[config.mk]
export PLATFORM = sky130hd
export DESIGN_NAME = umem_arbiter
export DESIGN_NICKNAME = d
export VERILOG_FILES = /design/src/rtl/mem_pkg.sv /design/src/rtl/sat_cnt.sv /design/src/rtl/umem_arbiter.sv
export SDC_FILE = /design/constraint.sdc
export NUM_CORES = 1
export LEC_CHECK = 0
export CAP_MARGIN = 15
export CORE_MARGIN = 4
export CORE_UTILIZATION = 42
export CTS_CLUSTER_SIZE = 10
export DETAILED_ROUTE_END_ITERATION = 16
export PLACE_DENSITY = 0.81
export SLEW_MARGIN = 20
export SYNTH_ARGS = -nofsm -noshare
export SYNTH_HDL_FRONTEND = slang
export SYNTH_SLANG_ARGS = --single-unit
[constraint.sdc]
create_clock -name clk -period 2.11 [get_ports clk]
set_input_delay 0.422 -clock clk [delete_from_list [all_inputs] [get_ports clk]]
set_output_delay 0.422 -clock clk [all_outputs]
set_load 0.05 [all_outputs]
[src/rtl/mem_pkg.sv]
// Shared types and constants for the unified memory sequencer.
// No logic in here: the state encoding, line geometry and the
// requester encoding used by the last-grant flag.
package mem_pkg;

  typedef enum logic [1:0] {
    IDLE   = 2'd0,
    I_FILL = 2'd1,
    D_WB   = 2'd2,
    D_FILL = 2'd3
  } state_t;

  localparam int LINE_AW = 14;
  localparam int LINE_DW = 64;

  localparam logic REQ_I = 1'b0;
  localparam logic REQ_D = 1'b1;

endpackage

[src/rtl/sat_cnt.sv]
// Saturating up-counter with a synchronous clear.
// Latency: the count updates on the rising edge after i_inc/i_clr.
// No backpressure: it sticks at all-ones, and i_clr wins over i_inc.
module sat_cnt #(
  parameter int W = 16
) (
  input  logic         clk,
  input  logic         rst_n,
  input  logic         i_inc,
  input  logic         i_clr,
  output logic [W-1:0] o_cnt
);

  logic [W-1:0] r_cnt;

  // Count up while i_inc is high, hold at all-ones, clear on request.
  always_ff @(posedge clk or negedge rst_n) begin
    if (!rst_n) begin
      r_cnt <= '0;
    end else if (i_clr) begin
      r_cnt <= '0;
    end else if (i_inc && (r_cnt != {W{1'b1}})) begin
      r_cnt <= r_cnt + 1'b1;
    end
  end

  assign o_cnt = r_cnt;

endmodule

[src/rtl/umem_arbiter.sv]
// Arbitrates the I- and D-cache line misses onto the single-ported unified memory.
// On a dirty D miss it writes back the victim and then refills.
// Latency: the request starts the cycle after the miss is seen in IDLE, and the
// fill write happens in the u_rdy cycle. Misses wait while busy; ties go round-robin.
module umem_arbiter #(
  parameter int LINE_AW = 14,
  parameter int CNT_W   = 16
) (
  input  logic               clk,
  input  logic               rst_n,
  input  logic               i_miss,
  input  logic [LINE_AW-1:0] i_line_addr,
  input  logic               d_miss,
  input  logic               d_dirty,
  input  logic [LINE_AW-1:0] d_line_addr,
  input  logic [LINE_AW-1:0] d_victim_addr,
  input  logic               u_rdy,
  input  logic               stat_clr,
  output logic               u_re,
  output logic               u_we,
  output logic [LINE_AW-1:0] u_addr,
  output logic               i_we,
  output logic               d_we,
  output logic               d_fill_sel,
  output logic               busy,
  output logic [CNT_W-1:0]   i_stall_cnt,
  output logic [CNT_W-1:0]   d_stall_cnt
);

  import mem_pkg::*;

  state_t r_state;
  state_t w_state_nxt;
  logic   r_last_grant;
  logic   w_grant_vld;
  logic   w_grant_req;

  // State register and last-grant flag. Reset leaves last_grant at D,
  // so the first tie goes to the I-cache.
  always_ff @(posedge clk or negedge rst_n) begin
    if (!rst_n) begin
      r_state      <= IDLE;
      r_last_grant <= REQ_D;
    end else begin
      r_state <= w_state_nxt;
      if (w_grant_vld) begin
        r_last_grant <= w_grant_req;
      end
    end
  end

  // Arbitration in IDLE and sequencing of the memory transactions.
  // d_dirty only matters in the cycle the D-cache is granted.
  always_comb begin
    w_state_nxt = r_state;
    w_grant_vld = 1'b0;
    w_grant_req = REQ_I;
    case (r_state)
      IDLE: begin
        if (i_miss && d_miss) begin
          w_grant_vld = 1'b1;
          w_grant_req = (r_last_grant == REQ_D) ? REQ_I : REQ_D;
        end else if (i_miss) begin
          w_grant_vld = 1'b1;
          w_grant_req = REQ_I;
        end else if (d_miss) begin
          w_grant_vld = 1'b1;
          w_grant_req = REQ_D;
        end
        if (w_grant_vld) begin
          if (w_grant_req == REQ_I) begin
            w_state_nxt = I_FILL;
          end else begin
            w_state_nxt = d_dirty ? D_WB : D_FILL;
          end
        end
      end
      I_FILL: if (u_rdy) w_state_nxt = IDLE;
      D_WB:   if (u_rdy) w_state_nxt = D_FILL;
      D_FILL: if (u_rdy) w_state_nxt = IDLE;
      default: w_state_nxt = IDLE;
    endcase
  end

  // Output decode. Requests and address are Moore outputs of the state, so they
  // stay stable until u_rdy. Fill enables are Mealy on u_rdy and last one cycle.
  always_comb begin
    u_re       = 1'b0;
    u_we       = 1'b0;
    u_addr     = i_line_addr;
    i_we       = 1'b0;
    d_we       = 1'b0;
    d_fill_sel = 1'b0;
    case (r_state)
      I_FILL: begin
        u_re = 1'b1;
        i_we = u_rdy;
      end
      D_WB: begin
        u_we   = 1'b1;
        u_addr = d_victim_addr;
      end
      D_FILL: begin
        u_re       = 1'b1;
        u_addr     = d_line_addr;
        d_we       = u_rdy;
        d_fill_sel = u_rdy;
      end
      default: ;
    endcase
  end

  assign busy = (r_state != IDLE);

  sat_cnt #(.W(CNT_W)) u_i_stall (
    .clk   (clk),
    .rst_n (rst_n),
    .i_inc (i_miss),
    .i_clr (stat_clr),
    .o_cnt (i_stall_cnt)
  );

  sat_cnt #(.W(CNT_W)) u_d_stall (
    .clk   (clk),
    .rst_n (rst_n),
    .i_inc (d_miss),
    .i_clr (stat_clr),
    .o_cnt (d_stall_cnt)
  );

endmodule

# == Word-level counts from Yosys, hierarchy flattened ==
# Index checks and enable logic that the tools add are counted.
# word_totals
reg_bits,35
inputBits,49
output_inout_bits,52
word_cells,48
# classes
add_sub_neg,2
n_eq_ne,8
mux,25
n_reduce_logical,9
# op_table
cell,n
$mux W16,4
$add A16 B1 Y16 const B,2
$ne A16 B16 Y1 const B,2
$pmux W14 S2,1
$mux W1,15
$mux W2,4
$pmux W2 S3,1
$reduce_bool A2 Y1,3
$eq A2 B2 Y1 const B,2
$ne A2 B1 Y1 const B,2
$logic_and A1 B1 Y1,3
$reduce_and A3 Y1,1
$eq A2 B1 Y1 const B,1
$logic_not A2 Y1,1
$ne A2 B2 Y1 const B,1
$reduce_or A2 Y1,1

# == Depth between registers and ports, before layout ==
# depth
ltp_word,7
ltp_mapped,6
mapped_depth_nobuf,5

# == Hierarchy ==
# Synthesis repeated with hierarchy kept, for this count alone.
# unflattened
hier_cells,266
area_unflattened_um2,2366.0
# by_module_without_submodules
module,n_inst,cells_each,area_per_inst_um2,seq_area_each_um2
sat_cnt,2,98,942.2,400.4
umem_arbiter,1,70,481.7,76.3

# == Least setup slack after synthesis ==
# Ideal clock, no wire load.
# synth_timing
path_kind,reg2reg
start,register u_d_stall.r_cnt[0] (netlist: u_d_stall.o_cnt[0])
end,register u_d_stall.r_cnt[12] (netlist: u_d_stall.o_cnt[12])
setup_time_ns,0.078
arrival_ns,2.111
required_time_ns,2.032
setup_slack_ns,-0.079
path_stages_with_launch,6
n_path_buf,0
period_less_slack_ns,2.189
cell_sequence,dfrtp_1 -> ha_1 -> nand2_1 -> or4_4 -> or4_1 -> a21oi_1
# synth_between
elab_chain_cells,3
word_cells_on_any_way,6
cone_classes,add/sub: 1; eq/ne: 1; mux: 2; reduce/logical: 2
# synth_lines
item,line,text
start: declaration,sat_cnt.sv:14,logic [W-1:0] r_cnt;
start signal: assignment,sat_cnt.sv:23,r_cnt <= r_cnt + 1'b1;
$add A16 B1 Y16 / $ne A16 B16 Y1 (equally long branches),"sat_cnt.sv:23, sat_cnt.sv:22",
$mux W16 / $logic_and A1 B1 Y1 (equally long branches),sat_cnt.sv:22,end else if (i_inc && (r_cnt != {W{1'b1}})) begin
$mux W16 / $reduce_bool A2 Y1 (equally long branches),-,
# Several ways; a longest one is shown, not always the timed one. The select of a mux whose other input is x is not followed.
# A chain may end at the register's enable or synchronous reset.

# == Worst setup path in the final report ==
# layout_timing
start,register u_d_stall.r_cnt[5] (netlist: u_d_stall.o_cnt[5])
end,output port d_stall_cnt[5]
# layout_rtl
item,line,text
end: declaration,umem_arbiter.sv:27,output logic [CNT_W-1:0] d_stall_cnt
# No word-level cell between the ends.

==> summary.md <==
| Metric | Value |
|---|---|
| Critical path peak fanout | 7 |
| Crit-path slowest cell | clkdlybuf4s50_1 |
| Initial antenna violation count | 0 |
| DP HPWL | approximately 5600 um |
| Die Wd | 81.0 um |
| CTS tree | built |
| Routability congestion estimate from global placement | between 0.8 and 0.9 |
| Rel. slew slack | 0.526 |
| Clk pwr share | 0.157 |
| Synth area leaders | dfrtp_1 (38%), mux2i_1 (7.6%), a21oi_1 (6.9%) |
| Min-Delay Path Class | reg2reg |
| I/O pins | 101 |
| Depth of the worst register-to-register path | 5 |
| H-tree Lvls | 2 |
| Vias in the first global route | 2421 |
| Area delta synth->final | 66.3% |
| Initial drt markers | 144 |
| Cell chain of the critical path | clkdlybuf4s50_1 |
| Crit-path max cell delay | about 850 ps |
| Fmax | 491 MHz |
| Final non-filler cell total | 440 |
| Overall Global Routing Usage | 0.219 |
| Mux cell area share after synthesis | 0.0911 |
| Antenna viol nets, final | 0 |
| Post-CTS setup buffers | 0 |
| Syn_nets | 312 |
| Main combinational cell family by area after synthesis | simple AND/OR/NAND/NOR gates |
| Logic pwr share | 0.615 |
| Die Y | 81.0 um |
| Final Cycle Share | 0.966 |
| Hold worst-path end | u_i_stall.o_cnt[14] |
| Max Slew Vio Count | 0 |
| First-pass GRT wire length | 11400 um |
| Leakage | 0.00146 uW |
| CTS sink cnt | 35 |
| Vias | roughly 2500 |
| Drt wl/cell | 16.4 um |
| Flop2flop setup slack | 210 ps |
| Final setup viols | 0 |
| XOR/XNOR Fraction of Synth Area | 0.00391 |
| Post-synth cell types | 42 |
| Initial Utilization | 0.436 |
| Buffers & Inverters on Critical Path | 1 |
| Switching part of the total | 0.430 |
| WP data arrival | roughly 1600 ps |
| Final WL | 7200 um |
| WS Path Type | reg2out |
| Largest net degree at the start of global routing | 36 |
| CTS buffer count | 5 |
| FF-to-FF Start | u_i_stall.o_cnt[4] |
| Seq cells post-synth | 35 |
| Clock Path Buffers | 2 |
| Syn avg cell area | 8.58 um^2 |
| Drt drc | 0 |
| Root buf cell | clkbuf_8 |
| Layout Nets | 420 |
| Synth Area in Adders | 0.0112 |
| Number of inserted diodes | 0 |
| P_int | 1980 uW |
| Placed insts | approximately 430 |
| CP top delay family | buffers and inverters |
| Tightest Pin Transition | between 700 and 800 ps |
| Layout cell share with drive strength beyond 1 | 0.168 |
| Area leader, netlist | dfrtp_1 |
| GRT overflow | 0 |
| Top-area cell type share of the netlist area | 0.380 |
| Clk_skew | 4.30 ps |
| Reg2Reg Capture Point | u_i_stall.o_cnt[13] |
| Max-cap violations | 0 |
| Synthesized area | 2240 um^2 |
| Sequential Power Share | 0.228 |
| Startpoint types | flop |
| NetSw | 1490 uW |
| Post-synthesis simple-gate area fraction | 0.266 |
| Hold path start | u_i_stall.o_cnt[14] |
| Unrepaired setup endpoints after global routing | false |
| Core box area | 5140 um^2 |
| Part of the Yosys area used for sequential elements | 0.392 |
| Ys Warns | 0 |
| Status | complete, no violations |
| Initial DRT Pass Iterations | 4 |
| Clock Latency Late Sink | ~290 ps |
| Required @ worst endpoint | 1690 ps |
| Row count | 26 |
| Compound-Gate Fraction of Synth Area | 0.195 |
| PwrDens | around 930 nW/um^2 |
| CP Capture Type | output pin |
| Vias per cell | 5.67 |
| Full die area | between 6000 and 7000 um^2 |
| Syn Inst Count | 261 |
| Peak VDD IR | 879 uV |
| Hold Violations, Final | 0 |
| Final Core Density | 0.724 |
| WHS Path Cells | 1 |
| IO Port Bufs | 100 |
| Clk slew on worst S/H paths | 70 ps |
| Minimum clock period | 2040 ps |
## stage by stage
stage,TNS (ps),worst slack (ps),total power (uW),cell area (um^2),hold WS (ps)
after floorplan,-99.2,-24.4,1900,2270,126
after detailed placement,-123,-69.4,2950,3620,529
after global routing,0,34.8,3600,3720,550
after global placement,-42.3,-36.3,2910,3620,519
final,0,72.4,3470,3720,549
after CTS,0,70.2,3490,3720,545
## cell families (layout without fill, tap and decap cells)
logic type      after synthesis  in the layout
flops                        35             35
simple gates                109            109
mux                          20             20
compound gates               71             71
buf+inv                      23            132
fa+ha+maj                     2              2
xor+xnor                      1              1
## state kept, by name (all words and copies together) (netlist names)
name	cells
r_last_grant	1
r_state	2
u_d_stall.o_cnt	16
u_i_stall.o_cnt	16
## area by class of cell
type                    count  area, um^2
well taps                  70        87.6
repair buffers            117        1330
clock buffers               8         100
multi-input cells         203        1300
fillers                   417        1420
inverters                   7        26.3
flip-flops and latches     35         881
## cell usage in the layout, fill, tap and decap left out, types with 2 or more instances in the layout
cell type,instances
clkdlybuf4s50_1,80
dfrtp_1,31
nor2_1,24
a21oi_1,23
buf_12,20
mux2i_1,17
buf_4,17
nand2_1,16
nand3_1,12
o21ai_0,12
nand4_1,10
or3_1,10
a21oi_2,8
inv_1,7
nor4_1,7
clkbuf_8,7
nor2b_1,6
or4_1,5
o21a_1,4
nor3_1,4
o31ai_1,4
and4_1,4
and3_1,3
mux2_2,3
o41ai_1,3
a211oi_1,3
nand2b_1,3
a31oi_1,3
o31a_1,3
dfrtp_2,3
o311ai_0,2
a41oi_1,2
ha_1,2
## worst max-delay path by stage
stage                                  start                  end  cells past startpoint
after global routing      u_d_stall.o_cnt[8]       d_stall_cnt[8]                      1
after floorplan                   r_state[0]            u_addr[9]                      3
after global placement                d_miss  u_d_stall.o_cnt[12]                      5
final                     u_d_stall.o_cnt[5]       d_stall_cnt[5]                      1
after detailed placement              d_miss  u_d_stall.o_cnt[12]                      5
after CTS                 u_i_stall.o_cnt[4]       i_stall_cnt[4]                      1
## synth_stat cells, drive strengths merged
cell	count
a21oi	31
inv	7
o22ai	1
nor4bb	1
nor3	4
a31oi	3
o21a	4
o211ai	1
nor2	24
a221oi	1
mux2i	17
mux2	3
o21ai	12
or4	6
dfstp	1
nor4	8
ha	2
dfrtp	34
nand2b	3
and3	3
nand3	12
nand4b	1
buf	5
and4	4
a211oi	3
or3	10
clkbuf	11
nor2b	6
xor2	1
o31ai	4
o31a	3
o311ai	2
a41oi	2
nand4	10
o311a	1
nand2	17
o41ai	3
## layer usage
metal  vias up  track usage  share of wire
met5         -            0              0
met4         0       0.0659          0.015
met3        11       0.0299          0.049
met2        80        0.379           0.53
met1      1201        0.281           0.40
li1       1202            -              -
## power by group through the flow
| stage | clock network (uW) | registers, uW | logic [uW] |
|---|---|---|---|
| 5_1_grt | 581 | 797 | 2220 |
| 3_5_place_dp | 0 | 798 | 2150 |
| 2_1_floorplan | 0 | 776 | 1130 |
| 6_report | 545 | 790 | 2140 |
| 3_3_place_gp | 0 | 795 | 2110 |
| 4_1_cts | 551 | 789 | 2150 |
## what timing repair did
| action | 4_1_cts | 5_1_grt |
|---|---|---|
| resized for setup | 1 | 0 |
| setup endpoints to repair | 6 | 0 |
| hold buffers | 0 | 0 |
Note: power is estimated with default switching activity, not from simulation.
